$ cat src/rtl/calc_pkg.sv
// Shared types and the opcode stepping order for the calculator sequencer.
package calc_pkg;

    typedef enum logic [2:0] {
        LOAD_A = 3'd0,
        LOAD_B = 3'd1,
        SEL_OP = 3'd2,
        EXEC   = 3'd3,
        SHOW   = 3'd4
    } calc_state_t;

    typedef logic [3:0] opcode_t;

    typedef struct packed {
        logic z;
        logic n;
        logic c;
        logic v;
    } calc_flags_t;

    localparam opcode_t OPCODE_RESET = 4'd6;

    // Opcode cycle 0..7, 9, 14 then wrap; any other code falls back to 0.
    function automatic opcode_t next_opcode(input opcode_t op);
        case (op)
            4'd0:    next_opcode = 4'd1;
            4'd1:    next_opcode = 4'd2;
            4'd2:    next_opcode = 4'd3;
            4'd3:    next_opcode = 4'd4;
            4'd4:    next_opcode = 4'd5;
            4'd5:    next_opcode = 4'd6;
            4'd6:    next_opcode = 4'd7;
            4'd7:    next_opcode = 4'd9;
            4'd9:    next_opcode = 4'd14;
            default: next_opcode = 4'd0;
        endcase
    endfunction

endpackage

$ cat src/rtl/btn_conditioner.sv
// Raw button to single-cycle pulse: 2-flop synchroniser, optional debounce
// (CALC_DEBOUNCE_EN), rising-edge detect.
module btn_conditioner #(
    parameter int unsigned DB_CYCLES = 250000
) (
    input  logic clk_i,
    input  logic rst_i,
    input  logic btn_i,
    output logic pulse_o
);

    logic sync_q1;
    logic sync_q2;
    logic level;
    logic level_prev;

    always_ff @(posedge clk_i) begin
        if (rst_i) begin
            sync_q1 <= 1'b0;
            sync_q2 <= 1'b0;
        end else begin
            sync_q1 <= btn_i;
            sync_q2 <= sync_q1;
        end
    end

`ifdef CALC_DEBOUNCE_EN
    localparam int unsigned CNT_W = $clog2(DB_CYCLES + 1);

    logic [CNT_W-1:0] cnt_q;
    logic             db_q;

    // Debounced level flips only after DB_CYCLES consecutive differing samples.
    always_ff @(posedge clk_i) begin
        if (rst_i) begin
            cnt_q <= '0;
            db_q  <= 1'b0;
        end else if (sync_q2 == db_q) begin
            cnt_q <= '0;
        end else if (cnt_q == CNT_W'(DB_CYCLES - 1)) begin
            cnt_q <= '0;
            db_q  <= sync_q2;
        end else begin
            cnt_q <= cnt_q + CNT_W'(1);
        end
    end

    assign level = db_q;
`else
    logic unused_db;
    assign unused_db = ^DB_CYCLES;
    assign level     = sync_q2;
`endif

    always_ff @(posedge clk_i) begin
        if (rst_i) begin
            level_prev <= 1'b0;
            pulse_o    <= 1'b0;
        end else begin
            level_prev <= level;
            pulse_o    <= level & ~level_prev;
        end
    end

endmodule

$ cat src/rtl/calc_sequencer.sv
// Calculator front-end FSM: load A, load B, pick opcode, execute, show result.
// Optional button debounce is enabled with CALC_DEBOUNCE_EN.
module calc_sequencer
    import calc_pkg::*;
#(
    parameter int unsigned N         = 4,
    parameter int unsigned DB_CYCLES = 250000
) (
    input  logic         clk_i,
    input  logic         rst_i,
    input  logic [N-1:0] sw_value_i,
    input  logic         enter_btn_i,
    input  logic         op_btn_i,
    input  logic [N-1:0] alu_result_i,
    input  logic [3:0]   alu_flags_i,
    output logic [N-1:0] alu_a_o,
    output logic [N-1:0] alu_b_o,
    output logic [3:0]   alu_opcode_o,
    output logic [N-1:0] result_o,
    output logic [3:0]   flags_o,
    output logic         mode_flag_o,
    output logic [2:0]   state_o
);

    logic enter_pulse;
    logic op_pulse;

    btn_conditioner #(.DB_CYCLES(DB_CYCLES)) u_enter_cond (
        .clk_i   (clk_i),
        .rst_i   (rst_i),
        .btn_i   (enter_btn_i),
        .pulse_o (enter_pulse)
    );

    btn_conditioner #(.DB_CYCLES(DB_CYCLES)) u_op_cond (
        .clk_i   (clk_i),
        .rst_i   (rst_i),
        .btn_i   (op_btn_i),
        .pulse_o (op_pulse)
    );

    calc_state_t  state_q, state_d;
    logic [N-1:0] a_q, a_d;
    logic [N-1:0] b_q, b_d;
    opcode_t      op_q, op_d;
    logic [N-1:0] result_q, result_d;
    calc_flags_t  flags_q, flags_d;
    logic         mode_q, mode_d;

    always_ff @(posedge clk_i) begin
        if (rst_i) begin
            state_q  <= LOAD_A;
            a_q      <= '0;
            b_q      <= '0;
            op_q     <= OPCODE_RESET;
            result_q <= '0;
            flags_q  <= '0;
            mode_q   <= 1'b1;
        end else begin
            state_q  <= state_d;
            a_q      <= a_d;
            b_q      <= b_d;
            op_q     <= op_d;
            result_q <= result_d;
            flags_q  <= flags_d;
            mode_q   <= mode_d;
        end
    end

    // Next state and next register values; enter has priority over op.
    always_comb begin
        state_d  = state_q;
        a_d      = a_q;
        b_d      = b_q;
        op_d     = op_q;
        result_d = result_q;
        flags_d  = flags_q;
        case (state_q)
            LOAD_A: begin
                a_d = sw_value_i;
                if (enter_pulse) state_d = LOAD_B;
            end
            LOAD_B: begin
                b_d = sw_value_i;
                if (enter_pulse) state_d = SEL_OP;
            end
            SEL_OP: begin
                if (enter_pulse)   state_d = EXEC;
                else if (op_pulse) op_d    = next_opcode(op_q);
            end
            EXEC: begin
                result_d = alu_result_i;
                flags_d  = calc_flags_t'(alu_flags_i);
                state_d  = SHOW;
            end
            SHOW: begin
                if (enter_pulse) state_d = LOAD_A;
            end
            default: state_d = LOAD_A;
        endcase
        mode_d = (state_d != SHOW);
    end

    assign alu_a_o      = a_q;
    assign alu_b_o      = b_q;
    assign alu_opcode_o = op_q;
    assign result_o     = result_q;
    assign flags_o      = flags_q;
    assign mode_flag_o  = mode_q;
    assign state_o      = state_q;

endmodule

$ cat config.mk
export PLATFORM = sky130hd
export DESIGN_NAME = calc_sequencer
export DESIGN_NICKNAME = d
export VERILOG_FILES = /design/src/rtl/calc_pkg.sv /design/src/rtl/btn_conditioner.sv /design/src/rtl/calc_sequencer.sv
export SDC_FILE = /design/constraint.sdc
export NUM_CORES = 1
export LEC_CHECK = 0
export CAP_MARGIN = 20
export CORE_ASPECT_RATIO = 0.9
export CORE_MARGIN = 2
export CORE_UTILIZATION = 35
export DETAILED_ROUTE_END_ITERATION = 6
export GPL_TIMING_DRIVEN = 0
export PLACE_DENSITY = 0.74
export SLEW_MARGIN = 10
export SYNTH_ARGS = -nofsm -noshare
export SYNTH_HDL_FRONTEND = slang
export SYNTH_SLANG_ARGS = --single-unit
$ cat constraint.sdc
create_clock -name clk_i -period 3.5 [get_ports clk_i]
set_clock_uncertainty 0.1 [all_clocks]
set_input_delay 0.35 -clock clk_i [delete_from_list [all_inputs] [get_ports clk_i]]
set_output_delay 0.35 -clock clk_i [all_outputs]
set_load 0.02 [all_outputs]
Word level (Yosys, flattened, before mapping)
Memory sizes are Yosys's and may differ from the RTL's. A register that Yosys moved wholly into a read port is not among the register bits.
Index checks and enable logic that the tools add are counted.
Storage, ports and cells
  latch bits: 0
  memory bits (writable): 0
  ROM bits: 64
  word-level logic and storage cells: 35
  bits in registers: 28
  bits of input ports: 16
  output and inout port bits: 24
  memories kept: 1
Memory list
  (name not given): depth 16, width 4, rd ports 1, clocked after memory_dff 1, wr ports 0, line calc_pkg.sv:25  | case (op)
Operators by class
  shift-type cells: 0
  div/mod/pow operators: 0
  order comparisons: 0
  eq/ne operators: 5
  reduce and logical (&&, ||, !) cells: 2
  multiplexer cells: 5
  add/sub/neg operators: 0
  $mul: 0
  bitwise logic cells: 5
Operators with widths (number)
  $pmux 3 s5: 1
  $mux 3: 4
  $eq 3x2->1 const B: 2
  $eq 3x1->1 const B: 1
  $eq 3x3->1 const B: 1
  $logic_not 3->1: 1
  $ne 3x3->1 const B: 1
  $not 1->1: 3
  $reduce_and 3->1: 1
  $and 1x1->1: 2

Logic depth before layout (Yosys ltp)
  depth after elaboration: 3
  depth in mapped cells: 5
  depth with buffers taken out: 5

By module
From an unflattened synthesis, not the netlist that was laid out.
Unflattened totals
  cell total of the unflattened synthesis: 114
  area total of the unflattened synthesis: 1239.9 µm²
By module, submodules not included
  calc_sequencer: area an instance 1017.2 µm², cells each 98, instances 1
  btn_conditioner: area an instance 111.4 µm², cells each 8, instances 2

Least setup slack after synthesis
Ideal clock, no wire load.
  path kind: register to register
  start point: reg state_q[1], in the netlist state_o[1]
  end point: reg op_q[1], in the netlist alu_opcode_o[1]
  path buffers: 1
  setup time: 0.122 ns
  stages on the path, launching flop included: 5
  slack: 1.875 ns
  data arrival time: 1.403 ns
  cells stage by stage: dfxtp_1 -> buf_2 -> nor4b_4 -> a21oi_1 -> a311o_1
On the way
  word-level cells in the longest chain between the ends: 2
Ends and longest elaborated chain
  start, declared: line calc_sequencer.sv:42  | calc_state_t state_q, state_d;
  start signal, assigned: line calc_sequencer.sv:60  | state_q <= state_d;
  $eq 3x2->1: line calc_sequencer.sv:78  | case (state_q)
  $reduce_and 3->1 (no source line)
  end, declared: line calc_sequencer.sv:45  | opcode_t op_q, op_d;
No other way between the ends.
A chain may end at the register's enable or synchronous reset.

Worst setup path after layout
  start point: reg op_q[0], in the netlist alu_opcode_o[0]
  end point: out alu_opcode_o[0]
RTL lines
  end, declared: line calc_sequencer.sv:18  | output logic [3:0] alu_opcode_o,
No word-level cell between the ends.

==> metrics.yaml <==
arrival_ns: 1.39
io_pins: 40
routed_wl_um: 2550
post_cts_buffers: 0
cts_resized: 0
vias: 984
slew_headroom_pct: 67.3
numClockSinks: 32
synthTopCellsByArea: "dfxtp_1 (51%), mux2i_1 (13%), nor2_1 (4.8%), ha_1 (4.0%), nor2b_1 (4.0%)"
holdBufCountCts: 0
port_buffers: 39
hold_end: "u_enter_cond.pulse_o$_SDFF_PP0_"
worst_slew_pin_slew_ns: 0.489
clock.fmax_ghz: 0.542
fin_crit_ns: 1.84
ir_worst_vdd_uv: 264
cellPowerDensity_nw_per_um2: 394
synth_cells: 119
setup_ws_ns: 1.66
r2r_slack_ns: 1.85
hold_depth: 1
crit_chain: "clkdlybuf4s50_1"
dp_hpwl_um: 1870
netSwitchingPower_mw: 0.146
clk-insertion-delay-late_ns: 0.27
yosys.area.top_type: "dfxtp_1"
start_util_pct: 37.1
die_h_um: 61.0
synth_cell_types: 33
intPower_mw: 0.562
cts.htree.levels: 2
cp_slowest_cell: "clkdlybuf4s50_1"
cts_tree: "built"
end_kind: "output port"
setup_tns_ns: 0
crit_buf_inv: 1
ant_nets: 0
cp-start-kind: "flop"
netlist.area_leader.share_pct: 50.8
fillCellCount: 327
critPathKind: "flop to output port"
timing.rr.end: "alu_opcode_o[1]$_SDFFE_PP1P_"
status: "complete, no violations"
p_clk_share_pct: 39.6
antenna_found_initial: 0
fin_hold_ws_ns: 0.276
synth-seq-cells: 32
post-route-drc-count: 0
p_seq_share_pct: 53.0
core.rowCount: 20
finalHoldViolCount: 0
synthToLayoutAreaGrowth_pct: 42.5
grt_pass1_wl_um: 4160
final_cells: 210
grtUsageTotal_pct: 13.5
swShare_pct: 20.6
rsz0062_at_grt: "false"
syn_area_um2: 1260
utilization_pct: 52.8
avgViaCountPerCell: 4.69
antenna_cells: 0
finalWeightedCongestion: 0.654
drtIter0Drc: 35
reg2regPathDepth: 4
synthFlopType: "dfxtp_1"
grt_max_degree: 11
dr.pass1.iters: 4
die_area_um2: 4100
min_path_type: "flop to flop"
fp.coreArea_um2: 3400
async_reset_ff_share_pct: 0
postSynthAreaPerCell_um2: 10.6
p_leak_nw: 0.765
slew_violations: 0
post_drt_wl_per_cell_um: 12.1
grt_overflow: 0
setup_violations: 0
post-route-period-util_pct: 52.7
dpl.cell_count: 202
cpPeakStageDelay_ns: 0.66
die_x_um: 67.3
syn_nets: 139
synth_seq_area_share_pct: 50.8
drive_gt1_share_pct: 8.43
combPwrFrac_pct: 7.4
synth_edf_count: 0
root_buffer: "clkbuf_8"
clk_pin_slew_ns: 0.06
ctsLongestPathBuffers: 2
path_max_fanout: 7
pre_cts_slack_ns: 1.44
critPathTopFamily: "buffers and inverters"
hold_start: "u_enter_cond.level_prev$_SDFF_PP0_"
ys.warnings.count: 0
rr_startpoint: "state_o[1]$_SDFF_PP0_"
grt_pass1_vias: 949
nets: 185
cts_buffers: 5
cap_violations: 0
cp.required_ns: 3.05
==> cells in the mapped netlist (2+ instances only) <==
| master | instances |
|---|---|
| ha_1 | 4 |
| dfxtp_1 | 32 |
| buf_2 | 2 |
| mux2i_1 | 16 |
| nor2_1 | 16 |
| nand3_1 | 2 |
| buf_1 | 2 |
| nand3b_1 | 3 |
| a21oi_1 | 2 |
| clkbuf_1 | 2 |
| nand2_1 | 2 |
| a211oi_1 | 2 |
| nor2b_1 | 8 |
| inv_1 | 4 |
| a31oi_1 | 2 |
| nor3_1 | 2 |
| nor3b_1 | 2 |
==> cell type report <==
class / instances / area (um2) / area share [%]
Sequential cell: 32 / 641 / 35.7
Multi-Input combinational cell: 75 / 562 / 31.3
Timing Repair Buffer: 39 / 390 / 21.7
Clock buffer: 8 / 90.1 / 5.01
Buffer: 8 / 43.8 / 2.44
Inverter: 4 / 15.0 / 0.836
Tap cell: 44 / 55.1 / 3.06
==> state kept, by name, summed over array words and instances (netlist names) <==
signal and count:
alu_a_o 4, alu_b_o 4, alu_opcode_o 4, flags_o 4
mode_flag_o 1, result_o 4, state_o 3, u_enter_cond.level 1
u_enter_cond.level_prev 1, u_enter_cond.pulse_o 1, u_enter_cond.sync_q1 1, u_op_cond.level 1
u_op_cond.level_prev 1, u_op_cond.pulse_o 1, u_op_cond.sync_q1 1
==> cell usage in the layout, fill, tap and decap left out, types with 3 or more instances in the layout <==
master	instances
clkdlybuf4s50_1	39
dfxtp_1	32
mux2i_1	16
nor2_1	16
nor2b_1	8
clkbuf_8	6
inv_1	4
clkbuf_1	4
ha_1	4
nand3b_1	3
==> power groups by stage <==
| stage | clock [mW] | combinational (mW) | sequential (mW) |
|---|---|---|---|
| floorplan | 0 | 0.0170 | 0.389 |
| global placement | 0 | 0.0515 | 0.383 |
| detailed placement | 0 | 0.0530 | 0.383 |
| CTS | 0.291 | 0.0532 | 0.375 |
| global route | 0.308 | 0.0566 | 0.376 |
| finish | 0.281 | 0.0526 | 0.375 |
==> logic make-up (layout without fill, tap and decap cells) <==
| kind of cell | after synthesis | count (layout) | share of synthesized area (%) |
|---|---|---|---|
| muxes | 16 | 16 | 12.7 |
| DFF | 32 | 32 | 50.8 |
| buffers and inverters | 12 | 59 | 4.66 |
| adders and majority gates | 4 | 4 | 3.97 |
| and+or+nand+nor | 42 | 42 | 20.3 |
| AOI/OAI and AO/OA | 13 | 13 | 7.54 |
==> layer usage <==
metal | track usage [%] | up-vias | part of all wire (%)
met1 | 15.8 | 458 | 44
met3 | 7.24 | 2 | 8.2
met4 | 5.25 | 0 | 0.31
met2 | 21.1 | 27 | 48
met5 | 0 | - | 0
li1 | - | 497 | -
==> worst max path at each step <==
| stage | start | to | cells past startpoint | slack (ns) |
|---|---|---|---|---|
| after floorplan | state_o[1]$_SDFF_PP0_ | alu_opcode_o[1]$_SDFFE_PP1P_ | 4 | 1.87 |
| after CTS | alu_opcode_o[0]$_SDFFE_PP0P_ | alu_opcode_o[0] | 1 | 1.65 |
| after global routing | alu_opcode_o[0]$_SDFFE_PP0P_ | alu_opcode_o[0] | 1 | 1.59 |
| after detailed placement | rst_i | state_o[2]$_SDFF_PP0_ | 5 | 1.44 |
| final | alu_opcode_o[0]$_SDFFE_PP0P_ | alu_opcode_o[0] | 1 | 1.66 |
| after global placement | rst_i | state_o[2]$_SDFF_PP0_ | 5 | 1.45 |
==> stage by stage <==
step           total power [mW]  area, um2
6_report                  0.708       1800
3_5_place_dp              0.436       1710
4_1_cts                   0.720       1800
5_1_grt                   0.741       1800
3_3_place_gp              0.435       1710
2_1_floorplan             0.406       1260
(Power assumes the default switching activity.)
==> RTL edit 1, RTL diff (same flow settings) <==
Register the output `mode_flag_o` once more, without a reset; this adds one clock of latency there. The other outputs are not delayed to match.
--- a/src/rtl/calc_sequencer.sv
+++ b/src/rtl/calc_sequencer.sv
@@ -108,3 +108,5 @@
     assign flags_o      = flags_q;
-    assign mode_flag_o  = mode_q;
+    always_ff @(posedge clk_i) begin
+        mode_flag_o <= mode_q;
+    end
     assign state_o      = state_q;
Behaviour: not the same (Yosys sat finds a counterexample within 4 cycles, from zero or initial values and one cycle with rst_i high).
==> RTL edit 1 against the original RTL <==
Power is 0.93% lower; design area rose by 0.56%; area after synthesis is 1.6% higher; via count increased by 1.7%; global-route usage fell by 0.15 points; sequential cell count up 1; core utilization down 0.093 points; first-iteration DRC count shrank 17%; wire length shrank 1.0%; setup slack improved by 0.0095 ns.
==> RTL edit 1: results <==
{
  "status": "completed",
  "worstMarginPinSlew_ns": 0.5046,
  "swShare_pct": 20.97,
  "grt_pass1_wl_mm": 4.029,
  "leakage_nw": 0.7669,
  "use_met2_pct": 22.69,
  "crit_start": "alu_opcode_o[0]",
  "yosysMostFrequentCell": "dfxtp_1",
  "clk_share_pct": 4.432,
  "grt_max_degree": 11,
  "placed_area_um2": 1727,
  "pg_clk_uw": 262,
  "grt_util_met1_pct": 14.79,
  "synth_area_leaders": "dfxtp_1 52%, mux2i_1 13%, nor2_1 4.7%, ha_1 3.9%, nor2b_1 3.9%",
  "min-delay-start": "mode_q",
  "vias_per_cell": 4.744,
  "avgSynthCellArea_um2": 10.68,
  "diodes": 0,
  "use_met3_pct": 5.667,
  "cts_inserted_buffers": 5,
  "nets": 186,
  "dp_cells": 203,
  "synthTopCellsByCount": "33 x dfxtp_1, 16 x mux2i_1, 16 x nor2_1, 8 x nor2b_1",
  "ys.flop_type": "dfxtp_1",
  "drive_gt1_share_pct": 7.784,
  "routabilityCongestion": 0.6615,
  "p_switching_uw": 147.2,
  "nNonClkInverters": 4,
  "clkLatencyLatePin_ns": 0.27,
  "comb_power_share_pct": 7.5,
  "nFlopsAndLatches": 33,
  "drt_iter0_drc": 29,
  "buffers": 47,
  "pwr_density_cell_nw_per_um2": 388.5,
  "post-dp-hpwl_mm": 1.870,
  "regArea_um2": 660.6,
  "grt.total_usage_pct": 13.38,
  "ir_drop_mv": 0.3157,
  "crit_slowest_cell": "clkdlybuf4s50_1",
  "synth_seq_area_share_pct": 51.56,
  "nClkBuffers": 8,
  "r2r-start": "state_o[2]",
  "final_cells": 211,
  "grt_pass1_vias": 951,
  "totalWireLength_mm": 2.523,
  "syn_area_um2": 1281,
  "pre_cts_ws_ns": 1.446,
  "nFillCells": 293,
  "synth_nets": 140,
  "io_buffers": 39,
  "area_share_nonclk_buffers_pct": 24.03
}
[RTL edit 1: changes by cell type after synthesis]
| cell | delta |
|---|---|
| dfxtp_1 | +1 |
[RTL edit 1: worst paths after layout]
path,endpoint,slack (ns),depth (start not counted)
setup / recovery,alu_opcode_o[0],1.67,1
hold / removal,mode_flag_o,0.22,0
setup reg to reg,alu_opcode_o[1],1.86,4
hold reg to reg,mode_flag_o,0.22,0
[RTL edit 1: kinds of logic after synthesis]
| kind of cell | synth area share (%) |
|---|---|
| AOI/OAI and AO/OA | 7.422 |
| adders and majority gates | 3.906 |
| buffers and inverters | 4.590 |
| DFF | 51.56 |
| muxes | 12.50 |
| and+or+nand+nor | 20.02 |
[RTL edit 1: layer usage]
layer,up-vias,part of all wire [%]
met2,24,50
met1,473,44
met4,0,0.63
met3,2,5.7
li1,502,-
met5,-,0
==> RTL edit 2, RTL diff (same flow settings) <==
Made on the original files. The option `CALC_DEBOUNCE_EN` is turned on by a define.
--- a/src/rtl/btn_conditioner.sv
+++ b/src/rtl/btn_conditioner.sv
@@ -2,2 +2,4 @@
 // (CALC_DEBOUNCE_EN), rising-edge detect.
+`define CALC_DEBOUNCE_EN
+
 module btn_conditioner #(
Behaviour: not the same (a bounded check fails within 10 cycles, from zero or initial values and one cycle with rst_i high).
==> RTL edit 2 against the original RTL <==
Wire length increased by 130%; sequential cell count increased by 38; area after synthesis increased by 130%; power increased by 100%; design area increased by 100%; sequential share of layout area increased by 2.7 points; setup slack got worse by 0.45 ns; count of clock-buffer cells in the layout increased by 5; maximum frequency decreased by 20%; core utilization decreased by 7.7 points; critical endpoint is now u_op_cond.cnt_q[9]; largest cell class is now multi-input combinational cells; highest routed layer unchanged.
==> RTL edit 2: results <==
{
  "status": "completed",
  "placed_area_um2": 3468,
  "worstMarginPinSlew_ns": 0.7676,
  "crit_arrival_ns": 2.43,
  "routabilityCongestion": 0.7763,
  "area_share_nonclk_buffers_pct": 12.32,
  "wl_met3_um": 245,
  "post-dp-hpwl_mm": 4.155,
  "nFillCells": 790,
  "htreeDepth": 3,
  "multiInputCombCellCount": 222,
  "grt.total_usage_pct": 13.67,
  "clkLatencyLatePin_ns": 0.34,
  "synth_compound_area_share_pct": 4.108,
  "synth_area_leaders": "dfxtp_1 47%, nor2_1 7.9%, xnor2_1 7.1%, mux2i_1 6.4%, ha_1 2.5%",
  "drt_iter0_drc": 72,
  "internal_power_mw": 1.140,
  "synth_nets": 335,
  "r2r_cells": 5,
  "buffers": 49,
  "pg_clk_uw": 595,
  "dp_cells": 451,
  "synthTopCellsByCount": "70 x dfxtp_1, 62 x nor2_1, 24 x xnor2_1, 19 x mux2i_1, 14 x nand2_1",
  "clk_pin_slew_worst_paths_ns": 0.07,
  "grt_max_degree": 12,
  "ir_drop_mv": 0.2799,
  "dr_wl_met2_mm": 2.763,
  "drt-wirelength-per-cell_um": 12.50,
  "leakage_nw": 1.284,
  "clk_share_pct": 5.101,
  "totalWireLength_mm": 5.836,
  "slowest_delay_ns": 0.83,
  "pwr_density_cell_nw_per_um2": 395.0,
  "largest_cell_class": "multi-input combinational cells",
  "avgSynthCellArea_um2": 9.438,
  "rr_endpoint": "u_op_cond.cnt_q[9]",
  "cts_inserted_buffers": 9,
  "p_seq_share_pct": 55.7,
  "io_buffers": 39,
  "grt_util_met1_pct": 17.72,
  "grt_pass1_wl_mm": 10.17,
  "use_met3_pct": 3.849,
  "use_met2_pct": 21.50,
  "synth_seq_area_share_pct": 47.44,
  "yosysUniqueCellTypes": 45,
  "hold_ws_ns": 0.2817,
  "regArea_um2": 1401,
  "drive_gt1_share_pct": 8.696,
  "nets": 385,
  "multi_input_area_share_pct": 39.71,
  "r2r-start": "u_op_cond.cnt_q[0]",
  "critPathMaxFanout": 10,
  "crit_slowest_cell": "o41ai_2",
  "nClkBuffers": 13,
  "synth_xor_area_share_pct": 9.191,
  "cp_top_family": "compound AO/OA/AOI/OAI gates",
  "vias": 2329,
  "cts_sinks": 70,
  "syn_area_um2": 2954,
  "yosys.area_share.adder_pct": 2.541
}
==> RTL edit 2: cell count changes in the layout (fill, tap and decap cells not counted), sizes merged, moves of 12 or more <==
cell / before / now
nand2: 2 / 14
nand4: 0 / 12
dfxtp: 32 / 70
nor4: 0 / 13
xnor2: 0 / 24
nor2: 16 / 62
==> RTL edit 2: worst max-delay path by stage <==
stage,from,to,depth (start not counted),slack (ns)
6_report,u_op_cond.cnt_q[0],u_op_cond.cnt_q[9],5,1.20
5_1_grt,u_op_cond.cnt_q[0],u_op_cond.cnt_q[9],5,1.01
4_1_cts,u_op_cond.cnt_q[0],u_op_cond.cnt_q[9],5,1.20
3_5_place_dp,u_op_cond.cnt_q[0],u_op_cond.cnt_q[10],5,1.22
3_3_place_gp,u_op_cond.cnt_q[0],u_op_cond.cnt_q[11],5,1.28
2_1_floorplan,u_enter_cond.cnt_q[0],u_enter_cond.cnt_q[16],6,1.59
